## config.mk

```make
export PLATFORM = sky130hd
export DESIGN_NAME = load_store_unit_flat
export DESIGN_NICKNAME = d
export VERILOG_FILES = /design/src/rtl/load_store_unit_if.sv /design/src/rtl/load_store_unit.sv /design/src/flat_wrapper.sv
export SDC_FILE = /design/constraint.sdc
export NUM_CORES = 1
export LEC_CHECK = 0
export BUFFER_PORTS_ARGS = -buffer_cell sky130_fd_sc_hd__buf_2
export CAP_MARGIN = 10
export CORE_UTILIZATION = 53
export DETAILED_ROUTE_END_ITERATION = 12
export PLACE_DENSITY = 0.9
export SYNTH_ARGS = -nofsm -noshare
export SYNTH_HDL_FRONTEND = slang
export SYNTH_SLANG_ARGS = --single-unit
```

## constraint.sdc

```tcl
create_clock -name clk -period 3.5 [get_ports clk]
set_input_delay 0.7 -clock clk [delete_from_list [all_inputs] [get_ports clk]]
set_output_delay 0.7 -clock clk [all_outputs]
set_load 0.05 [all_outputs]
```

## src/rtl/load_store_unit_if.sv

```systemverilog
// Pipeline-side request/response and word-memory port bundle of the load/store unit.
// master = pipeline plus data memory, slave = load_store_unit.
interface load_store_unit_if;
   logic        req;
   logic [2:0]  op;
   logic [31:0] addr;
   logic [31:0] wdata;
   logic [31:0] rdata;
   logic        done;
   logic        fault;
   logic        busy;
   logic [31:0] mem_address;
   logic [31:0] mem_writeData;
   logic        mem_memWrite;
   logic        mem_memRead;
   logic [31:0] mem_readData;

   modport master (
      output req, op, addr, wdata, mem_readData,
      input  rdata, done, fault, busy,
      input  mem_address, mem_writeData, mem_memWrite, mem_memRead
   );

   modport slave (
      input  req, op, addr, wdata, mem_readData,
      output rdata, done, fault, busy,
      output mem_address, mem_writeData, mem_memWrite, mem_memRead
   );
endinterface

```

## src/rtl/load_store_unit.sv

```systemverilog
// Byte-addressed load/store front end for a word memory; done in cycle 1 (fault), 2 (load/SW), 3 (SH/SB).
// busy holds the pipeline while an access is in flight; req is ignored until busy drops.
module load_store_unit #(
   parameter int DEPTH = 256
) (
   input logic              clk,
   input logic              reset_n,
   load_store_unit_if.slave bus
);
   localparam logic [2:0] OP_LW  = 3'b000;
   localparam logic [2:0] OP_LH  = 3'b001;
   localparam logic [2:0] OP_LHU = 3'b010;
   localparam logic [2:0] OP_LB  = 3'b011;
   localparam logic [2:0] OP_SW  = 3'b101;
   localparam logic [2:0] OP_SH  = 3'b110;
   localparam logic [2:0] OP_SB  = 3'b111;

   typedef enum logic [2:0] {IDLE, LOAD, STORE, RMW_RD, RMW_WR} state_t;

   state_t      state;
   logic [2:0]  op_q;
   logic [31:0] addr_q;
   logic [31:0] wdata_q;
   logic [31:0] merge_q;
   logic [31:0] rdata_q;
   logic        done_q;
   logic        fault_q;

   logic        is_word;
   logic        is_half;
   logic        misaligned;
   logic        out_of_range;

   function automatic logic [31:0] load_extend(logic [2:0] o, logic [1:0] lane, logic [31:0] w);
      logic [7:0]  b;
      logic [15:0] h;
      b = w[{lane, 3'b000} +: 8];
      h = w[{lane[1], 4'b0000} +: 16];
      case (o)
         OP_LW:   load_extend = w;
         OP_LH:   load_extend = {{16{h[15]}}, h};
         OP_LHU:  load_extend = {16'h0000, h};
         OP_LB:   load_extend = {{24{b[7]}}, b};
         default: load_extend = {24'h000000, b};
      endcase
   endfunction

   function automatic logic [31:0] lane_merge(logic [31:0] w, logic [2:0] o, logic [1:0] lane,
                                              logic [31:0] d);
      logic [31:0] r;
      r = w;
      if (o == OP_SB) r[{lane, 3'b000} +: 8] = d[7:0];
      else            r[{lane[1], 4'b0000} +: 16] = d[15:0];
      return r;
   endfunction

   always_comb begin
      is_word      = (bus.op == OP_LW) || (bus.op == OP_SW);
      is_half      = (bus.op == OP_LH) || (bus.op == OP_LHU) || (bus.op == OP_SH);
      misaligned   = (is_word && (bus.addr[1:0] != 2'b00)) || (is_half && bus.addr[0]);
      out_of_range = {2'b00, bus.addr[31:2]} >= 32'(DEPTH);
   end

   always_ff @(posedge clk or negedge reset_n) begin
      if (!reset_n) begin
         state   <= IDLE;
         op_q    <= 3'b000;
         addr_q  <= 32'h0;
         wdata_q <= 32'h0;
         merge_q <= 32'h0;
         rdata_q <= 32'h0;
         done_q  <= 1'b0;
         fault_q <= 1'b0;
      end else begin
         done_q  <= 1'b0;
         fault_q <= 1'b0;
         case (state)
            IDLE: begin
               if (bus.req) begin
                  op_q    <= bus.op;
                  addr_q  <= bus.addr;
                  wdata_q <= bus.wdata;
                  if (misaligned || out_of_range) begin
                     done_q  <= 1'b1;
                     fault_q <= 1'b1;
                  end else if (bus.op == OP_SW) begin
                     state <= STORE;
                  end else if (bus.op == OP_SH || bus.op == OP_SB) begin
                     state <= RMW_RD;
                  end else begin
                     state <= LOAD;
                  end
               end
            end
            LOAD: begin
               rdata_q <= load_extend(op_q, addr_q[1:0], bus.mem_readData);
               done_q  <= 1'b1;
               state   <= IDLE;
            end
            RMW_RD: begin
               merge_q <= bus.mem_readData;
               state   <= RMW_WR;
            end
            default: begin
               done_q <= 1'b1;
               state  <= IDLE;
            end
         endcase
      end
   end

   // Memory port is a pure decode of the state, so reset drops every strobe immediately.
   always_comb begin
      bus.mem_address   = (state != IDLE) ? {2'b00, addr_q[31:2]} : 32'h0;
      bus.mem_memRead   = (state == LOAD) || (state == RMW_RD);
      bus.mem_memWrite  = (state == STORE) || (state == RMW_WR);
      bus.mem_writeData = 32'h0;
      if (state == STORE)
         bus.mem_writeData = wdata_q;
      else if (state == RMW_WR)
         bus.mem_writeData = lane_merge(merge_q, op_q, addr_q[1:0], wdata_q);
   end

   assign bus.busy  = (state != IDLE);
   assign bus.rdata = rdata_q;
   assign bus.done  = done_q;
   assign bus.fault = fault_q;
endmodule

```

## src/flat_wrapper.sv

```systemverilog
// flat-port wrapper written by rule: the top's interface ports become plain ports
module load_store_unit_flat 
#(
   parameter int DEPTH = 256
)
  (clk, reset_n, bus_req, bus_op, bus_addr, bus_wdata, bus_mem_readData, bus_rdata, bus_done, bus_fault, bus_busy, bus_mem_address, bus_mem_writeData, bus_mem_memWrite, bus_mem_memRead);
  load_store_unit_if bus_i ();
  input logic clk;
  input logic reset_n;
  input wire logic [$bits(bus_i.req)-1:0] bus_req;
  input wire logic [$bits(bus_i.op)-1:0] bus_op;
  input wire logic [$bits(bus_i.addr)-1:0] bus_addr;
  input wire logic [$bits(bus_i.wdata)-1:0] bus_wdata;
  input wire logic [$bits(bus_i.mem_readData)-1:0] bus_mem_readData;
  output wire logic [$bits(bus_i.rdata)-1:0] bus_rdata;
  output wire logic [$bits(bus_i.done)-1:0] bus_done;
  output wire logic [$bits(bus_i.fault)-1:0] bus_fault;
  output wire logic [$bits(bus_i.busy)-1:0] bus_busy;
  output wire logic [$bits(bus_i.mem_address)-1:0] bus_mem_address;
  output wire logic [$bits(bus_i.mem_writeData)-1:0] bus_mem_writeData;
  output wire logic [$bits(bus_i.mem_memWrite)-1:0] bus_mem_memWrite;
  output wire logic [$bits(bus_i.mem_memRead)-1:0] bus_mem_memRead;
  assign bus_i.req = bus_req;
  assign bus_i.op = bus_op;
  assign bus_i.addr = bus_addr;
  assign bus_i.wdata = bus_wdata;
  assign bus_i.mem_readData = bus_mem_readData;
  assign bus_rdata = bus_i.rdata;
  assign bus_done = bus_i.done;
  assign bus_fault = bus_i.fault;
  assign bus_busy = bus_i.busy;
  assign bus_mem_address = bus_i.mem_address;
  assign bus_mem_writeData = bus_i.mem_writeData;
  assign bus_mem_memWrite = bus_i.mem_memWrite;
  assign bus_mem_memRead = bus_i.mem_memRead;
  load_store_unit #(.DEPTH(DEPTH)) u_core (.clk(clk), .reset_n(reset_n), .bus(bus_i));
endmodule
```

Word-level counts from Yosys, hierarchy flattened
Index checks and enable logic that the tools add are counted.
Widths: inputs -> output; s select.
- bits in registers: 136
- bits of input ports: 102
- output and inout port bits: 101
- word-level logic and storage cells: 65
- add/sub/neg operators: 2
- $lt $le $gt $ge: 1
- equality and inequality tests: 15
- shift-type cells: 6
- multiplexer cells: 16
- reduce and logical (&&, ||, !) cells: 17
- operators with widths (kind ; number):
    $pmux 32 s4 ; 1
    $mux 32 ; 3
    $bwmux 32 ; 2
    $shift 16x7->32 const A ; 1
    $shift 8x7->32 const A ; 1
    $shiftx 16x7->32 ; 1
    $shiftx 32x6->16 ; 1
    $shiftx 32x6->8 ; 1
    $shiftx 8x7->32 ; 1
    $ge 30x9->1 const B ; 1
    $mux 30 ; 1
    $eq 3x2->1 const B ; 5
    $eq 3x3->1 const B ; 5
    $neg 5->7 ; 2
    $eq 3x1->1 const B ; 3
    $logic_not 3->1 ; 3
    $mux 3 ; 3
    $logic_or 1x1->1 ; 8
    $pmux 3 s2 ; 1
    $ne 2x2->1 const B ; 2
    $reduce_and 2->1 ; 2
    $mux 1 ; 3
    $reduce_bool 3->1 ; 1
    $logic_and 1x1->1 ; 2
    other kinds (3) ; 3

Logic depth before layout (Yosys ltp)
Gate-level depths: netlist of the first run.
- depth after elaboration: 9
- mapped depth: 9

Worst setup path after synthesis of the first run
Ideal clock, no wire load.
- path type: reg-to-output
- from: register u_core.addr_q[1]
- to: output port bus_mem_writeData[16]
- arrival time: 3.335 ns
- required time: 2.800 ns
- setup slack: -0.535 ns
- stages on the path, launching flop included: 10
- buffers on the path: 3
- cells stage by stage: dfrtp_1 > buf_6 > buf_2 > buf_2 > inv_1 > ha_1 > nor4bb_1 > mux2_2 > a221oi_1 > o31ai_1
- cells in the longest elaborated chain, start to end: 6
- ends and longest elaborated chain (element ; RTL line ; RTL):
    from (decl) ; load_store_unit.sv:22 ; logic [31:0] addr_q;
    from (signal assigned) ; load_store_unit.sv:81 ; addr_q <= bus.addr;
    $neg 5->7 (on tied branches) ; load_store_unit.sv:53, load_store_unit.sv:52 ;
    $shiftx 16x7->32 (tied with other cells) ; load_store_unit.sv:53 ; else r[{lane[1], 4'b0000} +: 16] = d[15:0];
    $bwmux 32 (on tied branches) ; load_store_unit.sv:53, load_store_unit.sv:52 ;
    $mux 32 (*) ; load_store_unit.sv:52 ; if (o == OP_SB) r[{lane, 3'b000} +: 8] = d[7:0];
    $mux 32 (*) ; load_store_unit.sv:120 ; else if (state == RMW_WR)
    $mux 32 (*) ; load_store_unit.sv:118 ; if (state == STORE)
    to (decl) ; flat_wrapper.sv:20 ; output wire logic [$bits(bus_i.mem_writeData)-1:0] bus_mem_writeData;
Mark *: on every way between the ends. The rest lies on a longest branch, timed or not.

Worst setup path in the final report of the first run
- from: register u_core.addr_q[0]
- to: output port bus_mem_writeData[17]
- cells in the longest elaborated chain, start to end: 6
- ends and longest elaborated chain (element ; RTL line):
    $neg 5->7 (*) ; load_store_unit.sv:52
    $shiftx 8x7->32 or $shift 8x7->32 (tied branches) ; load_store_unit.sv:52
    $bwmux 32 (*) ; load_store_unit.sv:52
    $mux 32 (*) ; load_store_unit.sv:52
    $mux 32 (*) ; load_store_unit.sv:120
    $mux 32 (*) ; load_store_unit.sv:118
Marked as above.

==> metrics.cfg, run 1 <==
[sta]
timing.final.crit_period_ns = 3.41
setup_viol = 0
fmax_ghz = 0.293
worst_pin_slew_ns = 1.21
final.setup.worst_slack_ns = 0.0898
maxSlewViolCount = 0
slew_headroom = 0.192
finalHoldViolations = 0
fin_crit_sh = 0.974
finClkSkew_ns = 0.00490

[setup_path]
worstReg2RegEnd = u_core.bus.rdata[26]
crit_path_max_fanout = 8
worstSetupStartpointType = register
regToRegStartpoint = u_core.state[2]
critical_path_arrival_ns = 2.71
crit_type = register to output pin
r2r_cells = 4
crit_path_end = bus_mem_writeData[17]
reg2reg_setup_slack_ns = 0.98
crit_start = u_core.addr_q[0]
worstSetupEndpointType = output pin
crit_required_ns = 2.80

[die]
die_y_um = 118
die_x_um = 118
core_um2 = 12900
initial_core_util = 0.553
row_count = 41
design.die.area_um2 = 13900
io_pins = 203

[cts]
clock-root-buffer = clkbuf_16
cts_max_level = 4
cts_num_sinks = 136
clk_latency_ns = 0.42
cts_tree = built
cts.reportedPaths.clkPinSlew_ns = 0.06
ctsLongestPathBuffers = 2
numCtsBuffers = 17

[placed_design]
io_buffers = 200
post-place-ws_ns = 0.423
gp_congestion = 0.891
dpl.hpwl_mm = 14.8
dp.cells = 1084

[finish]
final_util = 0.702
area_growth_pct = 27.1
drive_above_1_share = 0.354
final_cells = 1118
final_common_cell = nand2_1
nNetsFinal = 1039
mostFrequentLayoutCells = nand2_1 (249), buf_2 (198), dfrtp_1 (136)

[synthesis]
netlist-cell-type-count = 54
netlist_instances = 740
async_flop_share = 1.00
seq_area_frac_synth = 0.478
syn_avg_cell_area_um2 = 9.61
synth_edf_count = 0
ys_warn_count = 0
synth_area_um2 = 7110
ys_ff_latch = 136
synth_ff_type = dfrtp_1

[power_and_ir_drop]
powerDensity_nw_per_um2 = 466
p_sw_frac = 0.257
vdd_drop_max_v = 0.000352
p_switching_mw = 1.08
pwr-share-seq = 0.417
internal-power_mw = 3.13
combPwrFrac = 0.122
pwr-share-clk = 0.461
cellLeakagePower_nw = 4.56

[routing]
drtIter0Drc = 622
firstDrtPassIters = 6
via_per_inst = 6.06
routed_wl_mm = 21.9
wl_per_cell_um = 19.6
dr_total_vias = 6779
drtAntennaViolNets = 0
drc = 0

[outcome]
status = finished, final reports clean

[global_routing]
grt_max_degree = 86
grt.total_usage = 0.322
grt_pass1_vias = 6637
grt_overflow = 0
grt_pass1_wl_mm = 34.6
antenna_found_initial = 1

[job]
max-cap-violations = 0

[worst_hold_path]
hold_class = input port to asynchronous set/reset pin

registers in the layout, indices dropped and copies added, names as in the netlist:
name,count
u_core.addr_q,32
u_core.bus.rdata,32
u_core.merge_q,32
u_core.wdata_q,32
u_core.op_q,3
u_core.state,3
u_core.bus.done,1
u_core.bus.fault,1
synth_stat cells, types with 2 or more instances:
cell type    n  area, um2
xor2_1       2       17.5
and2_1       2       12.5
o21ai_0     45        225
nand3_1      9       45.0
and3_1       8       50.1
nand4_1      2       12.5
ha_1         5       62.6
nor3_1       6       30.0
mux2_2      53        597
nor2_1       8       30.0
clkbuf_1    18       67.6
a221o_1     16        160
nor4_1       4       25.0
nor2b_1     33        206
nand2b_1     3       18.8
buf_4        6       45.0
and4_1       2       17.5
buf_2       20        100
inv_1        5       18.8
a21oi_1     15       75.1
a22o_1       8       70.1
mux4_2       8        180
a221oi_1    23        201
dfrtp_1    136       3400
a211o_1      7       61.3
nor3b_2      2       25.0
buf_6        3       33.8
nand2_1    250        938
nor3b_1      2       15.0
o31ai_1      8       60.1
mux2i_1      8       80.1
final cells by class:
class	instances	area [um2]
multi-input combinational	552	3580
inverter	6	22.5
clock inverter	10	166
antenna	1	2.50
timing repair buffer	219	1180
sequential	136	3400
tap	172	215
clock buffer	22	474
fill	918	3830
worst max-delay path, stage by stage (launching register included):
cell and delay (ns):
dfrtp_1 0.38, inv_1 0.21, ha_1 0.34, nor4bb_4 0.20, mux2_4 0.33, a221oi_1 0.50
o31ai_4 0.10, buf_2 0.22
power groups by stage:
| stage | clock network (mW) | registers [mW] | logic (mW) |
|---|---|---|---|
| 2_1_floorplan | 0 | 1.76 | 0.309 |
| 3_3_place_gp | 0 | 1.77 | 0.474 |
| 3_5_place_dp | 0 | 1.77 | 0.494 |
| 4_1_cts | 1.95 | 1.75 | 0.505 |
| 5_1_grt | 2.04 | 1.76 | 0.558 |
| 6_report | 1.94 | 1.76 | 0.514 |
per-stage QoR:
stage                     total power [mW]  area (um2)  TNS [ns]  hold WS [ns]
after floorplan                       2.07        7220    -0.114         0.404
after global placement                2.24        8370         0         0.450
after detailed placement              2.27        8370         0         0.455
after CTS                             4.21        9020         0         0.347
after global routing                  4.36        9040  -0.00661         0.374
final                                 4.21        9040         0         0.317
worst min path at each step:
stage / from / endpoint / slack, ns / cells past startpoint
3_5_place_dp: u_core.addr_q[13] / u_core.addr_q[13] / 0.46 / 2
3_3_place_gp: u_core.addr_q[26] / u_core.addr_q[26] / 0.45 / 2
2_1_floorplan: reset_n / u_core.addr_q[0] / 0.40 / 0
6_report: reset_n / u_core.wdata_q[16] / 0.32 / 1
5_1_grt: reset_n / u_core.wdata_q[18] / 0.37 / 1
4_1_cts: reset_n / u_core.wdata_q[16] / 0.35 / 1
logic make-up (layout without fill, tap and decap cells):
kind of cell             count (synthesis)  in the layout  share of synthesized area
AO/OA/AOI/OAI                          134            134                      0.135
XOR/XNOR                                 2              2                    0.00246
adder cells (fa/ha/maj)                  6              6                     0.0102
AND/OR/NAND/NOR                        338            338                      0.212
buffers and inverters                   53            257                     0.0378
other                                    1              3                   0.000527
multiplexers                            70             70                      0.124
flip-flops                             136            136                      0.478
routing by layer:
metal | global-route usage | wire length, um | up-vias
met5 | 0 | 0 | -
met3 | 0.0891 | 2090 | 115
met2 | 0.521 | 10500 | 433
met4 | 0.186 | 1200 | 0
met1 | 0.387 | 8080 | 3251
li1 | - | - | 2980
repair_timing:
item	in CTS	in global routing
resized for setup	2	3
setup buffers	0	1
pin swaps	0	1
cloned	0	0
setup endpoints to repair	15	9
hold buffers	0	0
Note: power is estimated with default switching activity, not from simulation.
==> inputs of run 2 (changes only) <==
--- a/config.mk
+++ b/config.mk
@@ -5,11 +5,12 @@
 export SDC_FILE = /design/constraint.sdc
 export NUM_CORES = 1
 export LEC_CHECK = 0
+export ABC_AREA = 1
 export BUFFER_PORTS_ARGS = -buffer_cell sky130_fd_sc_hd__buf_2
 export CAP_MARGIN = 10
-export CORE_UTILIZATION = 53
+export CORE_UTILIZATION = 54
 export DETAILED_ROUTE_END_ITERATION = 12
-export PLACE_DENSITY = 0.9
+export PLACE_DENSITY = 0.93
 export SYNTH_ARGS = -nofsm -noshare
 export SYNTH_HDL_FRONTEND = slang
 export SYNTH_SLANG_ARGS = --single-unit
==> run 2 against run 1 <==
Net effect:
- wire length rose by 7.3%
- maximum frequency increased by 3.9%
- combinational power grew 6.4%
- register-to-register slack improved by 0.15 ns
- power is 3.1% lower
- cell area up 4.4%
- utilization shrank 2.5 points
- clock power decreased by 5%
- critical path depth up 1
- sequential power fell by 4%
==> metrics.cfg, run 2 <==
[cts]
post-cts-setup-buffer-count = 0  ; unchanged
clk_latency_ns = 0.44  ; +0.02 ns
cts_resized = 0  ; -2
cts.reportedPaths.clkPinSlew_ns = 0.06  ; about the same
cts_tree = built
clock-root-buffer = clkbuf_16
numCtsBuffers = 17  ; unchanged
cts_num_sinks = 136  ; unchanged
ctsLongestPathBuffers = 2  ; unchanged
cts_hold_buf = 0  ; unchanged
cts_max_level = 4  ; unchanged

[global_routing]
grt_pass1_vias = 7554  ; +14%
grt_overflow = 0  ; unchanged
grt_max_degree = 114  ; +33%
grt_pass1_wl_mm = 37.2  ; +7.4%
antenna_found_initial = 0  ; -1
grt.total_usage = 0.328  ; +0.00610

[finish]
area_growth_pct = 21.8
stdcell_area_um2 = 9440  ; +4.4%
regArea_um2 = 3400  ; about the same
n_fill_cell = 1196  ; +30%
drive_above_1_share = 0.204  ; -0.150
final_cells = 1497  ; +34%
num_antenna_cells = 0  ; -1
final_util = 0.677  ; -0.0250
final_common_cell = nand2_1
multi_input_area_um2 = 3640  ; +1.8%
mostFrequentLayoutCells = nand2_1 (398), buf_2 (199), dfrtp_1 (135)
nNetsFinal = 1411  ; +36%

[power_and_ir_drop]
finalPower_mw = 4.08  ; -3.1%
cellLeakagePower_nw = 5.06  ; +11%
powerDensity_nw_per_um2 = 432  ; -7.2%
vdd_drop_max_v = 0.000376  ; +6.9%

[sta]
setup_viol = 0  ; unchanged
timing.hold.ws_ns = 0.279  ; -0.0381 ns
fmax_ghz = 0.305  ; +3.9%
maxSlewViolCount = 0  ; unchanged
grt_setup_unrepaired = no
finClkSkew_ns = 0.00508  ; +0.000183 ns
worst_pin_slew_ns = 0.992  ; -0.214 ns
fin_crit_sh = 0.938  ; -0.0365
final.setup.worst_slack_ns = 0.218  ; +0.128 ns
timing.final.crit_period_ns = 3.28  ; -0.128 ns
setup_tns_ns = 0  ; unchanged
finalHoldViolations = 0  ; unchanged
slew_headroom = 0.339  ; +0.147

[routing]
drtAntennaViolNets = 0  ; unchanged
drc = 0  ; unchanged
routed_wl_mm = 23.5  ; +7.3%
via_per_inst = 5.48  ; -9.6%
drtIter0Drc = 1130  ; +82%
dr_total_vias = 8202  ; +21%
firstDrtPassIters = 7  ; +1
wl_per_cell_um = 15.7  ; -20%

[synthesis]
ys_ff_latch = 136  ; unchanged
ys_warn_count = 0  ; unchanged
synthTopCellsByCount = nand2_1 (398), dfrtp_1 (136), o21ai_0 (127)
synth_top_area_share = 0.439  ; -0.0392
synth_area_um2 = 7750  ; +8.9%
yosysMostFrequentCell = nand2_1
synth_top_area_cell = dfrtp_1
async_flop_share = 1.00  ; unchanged
synth_ff_type = dfrtp_1
synth_edf_count = 0  ; unchanged
netlist_instances = 1134  ; +53%
syn_avg_cell_area_um2 = 6.83  ; -29%
netlist-cell-type-count = 29  ; -46%
ys_top_cells_by_area = dfrtp_1 (44%), nand2_1 (19%), o21ai_0 (8.2%)
seq_area_frac_synth = 0.439  ; -0.0392

[die]
die_x_um = 122  ; +3.3%
core_um2 = 13900  ; +8.2%
initial_core_util = 0.556  ; +0.00364
design.die.area_um2 = 14800  ; +6.8%
die_y_um = 122  ; +3.3%
io_pins = 203  ; unchanged
row_count = 43  ; +4.9%

[outcome]
status = finished, final reports clean

[setup_path]
worstSetupStartpointType = register
worstSetupEndpointType = output pin
critical_path_arrival_ns = 2.58  ; -0.13 ns
crit_type = register to output pin
crit_required_ns = 2.80  ; about the same
crit_path_max_fanout = 12  ; +4

[placed_design]
gp_congestion = 1.00  ; +12%
dpl.hpwl_mm = 16.6  ; +12%
postPlaceCellArea_um2 = 8830  ; +5.5%
post-place-ws_ns = 0.655  ; +0.232 ns
dp.cells = 1465  ; +35%
io_buffers = 200  ; unchanged

[worst_hold_path]
hold_class = input port to asynchronous set/reset pin

[job]
max-cap-violations = 0  ; unchanged

## run 2: area by class of cell
class / count / area share
inverters: 112 / 0.0445
flip-flops and latches: 136 / 0.361
multi-input cells: 823 / 0.386
repair buffers: 214 / 0.121
clock buffers: 20 / 0.0494
well taps: 180 / 0.0239
clock inverters: 12 / 0.0147
## run 2: power by group
| group | total [mW] | leakage (nW) | internal, mW | switching, mW |
|---|---|---|---|---|
| Clock | 1.84 | 0.286 | 1.11 | 0.727 |
| Sequential | 1.69 | 1.44 | 1.64 | 0.0499 |
| Combinational | 0.547 | 3.33 | 0.171 | 0.376 |
| Total | 4.08 | 5.06 | 2.92 | 1.15 |
## run 2: final timing paths
| kind | startpoint | to | slack (ns) | depth (start not counted) |
|---|---|---|---|---|
| worst max-delay path | u_core.addr_q[1] | bus_mem_writeData[8] | 0.22 | 8 |
| worst min-delay path | reset_n | u_core.wdata_q[3] | 0.28 | 1 |
| worst max register to register | u_core.addr_q[1] | u_core.bus.rdata[30] | 1.13 | 8 |
| worst min register to register | u_core.wdata_q[16] | u_core.wdata_q[16] | 0.47 | 2 |
| max in group asynchronous | reset_n | u_core.bus.fault | 2.47 | 2 |
| min in group clk | bus_wdata[27] | u_core.wdata_q[27] | 0.46 | 3 |
## run 2: layer usage
metal  share of wire  track usage
met5               0            0
met1            0.38        0.414
met2            0.47        0.521
met4           0.041        0.162
met3            0.11       0.0880
## run 2: logic make-up (layout without fill, tap and decap cells)
logic type / Yosys count / count (layout) / share of synthesized area
adders and majority gates: 5 / 5 / 0.00807
buffers and inverters: 176 / 358 / 0.0923
and+or+nand+nor: 575 / 575 / 0.294
DFF: 136 / 136 / 0.439
AOI/OAI and AO/OA: 241 / 241 / 0.166
other: 1 / 2 / 0.000484
## run 2: worst max-delay path: stages, from the launching register on
cell	delay [ns]
dfrtp_2	0.40
inv_2	0.19
buf_4	0.22
ha_1	0.36
nand2_1	0.27
o22ai_1	0.18
o21ai_0	0.10
nand2_1	0.14
buf_2	0.28
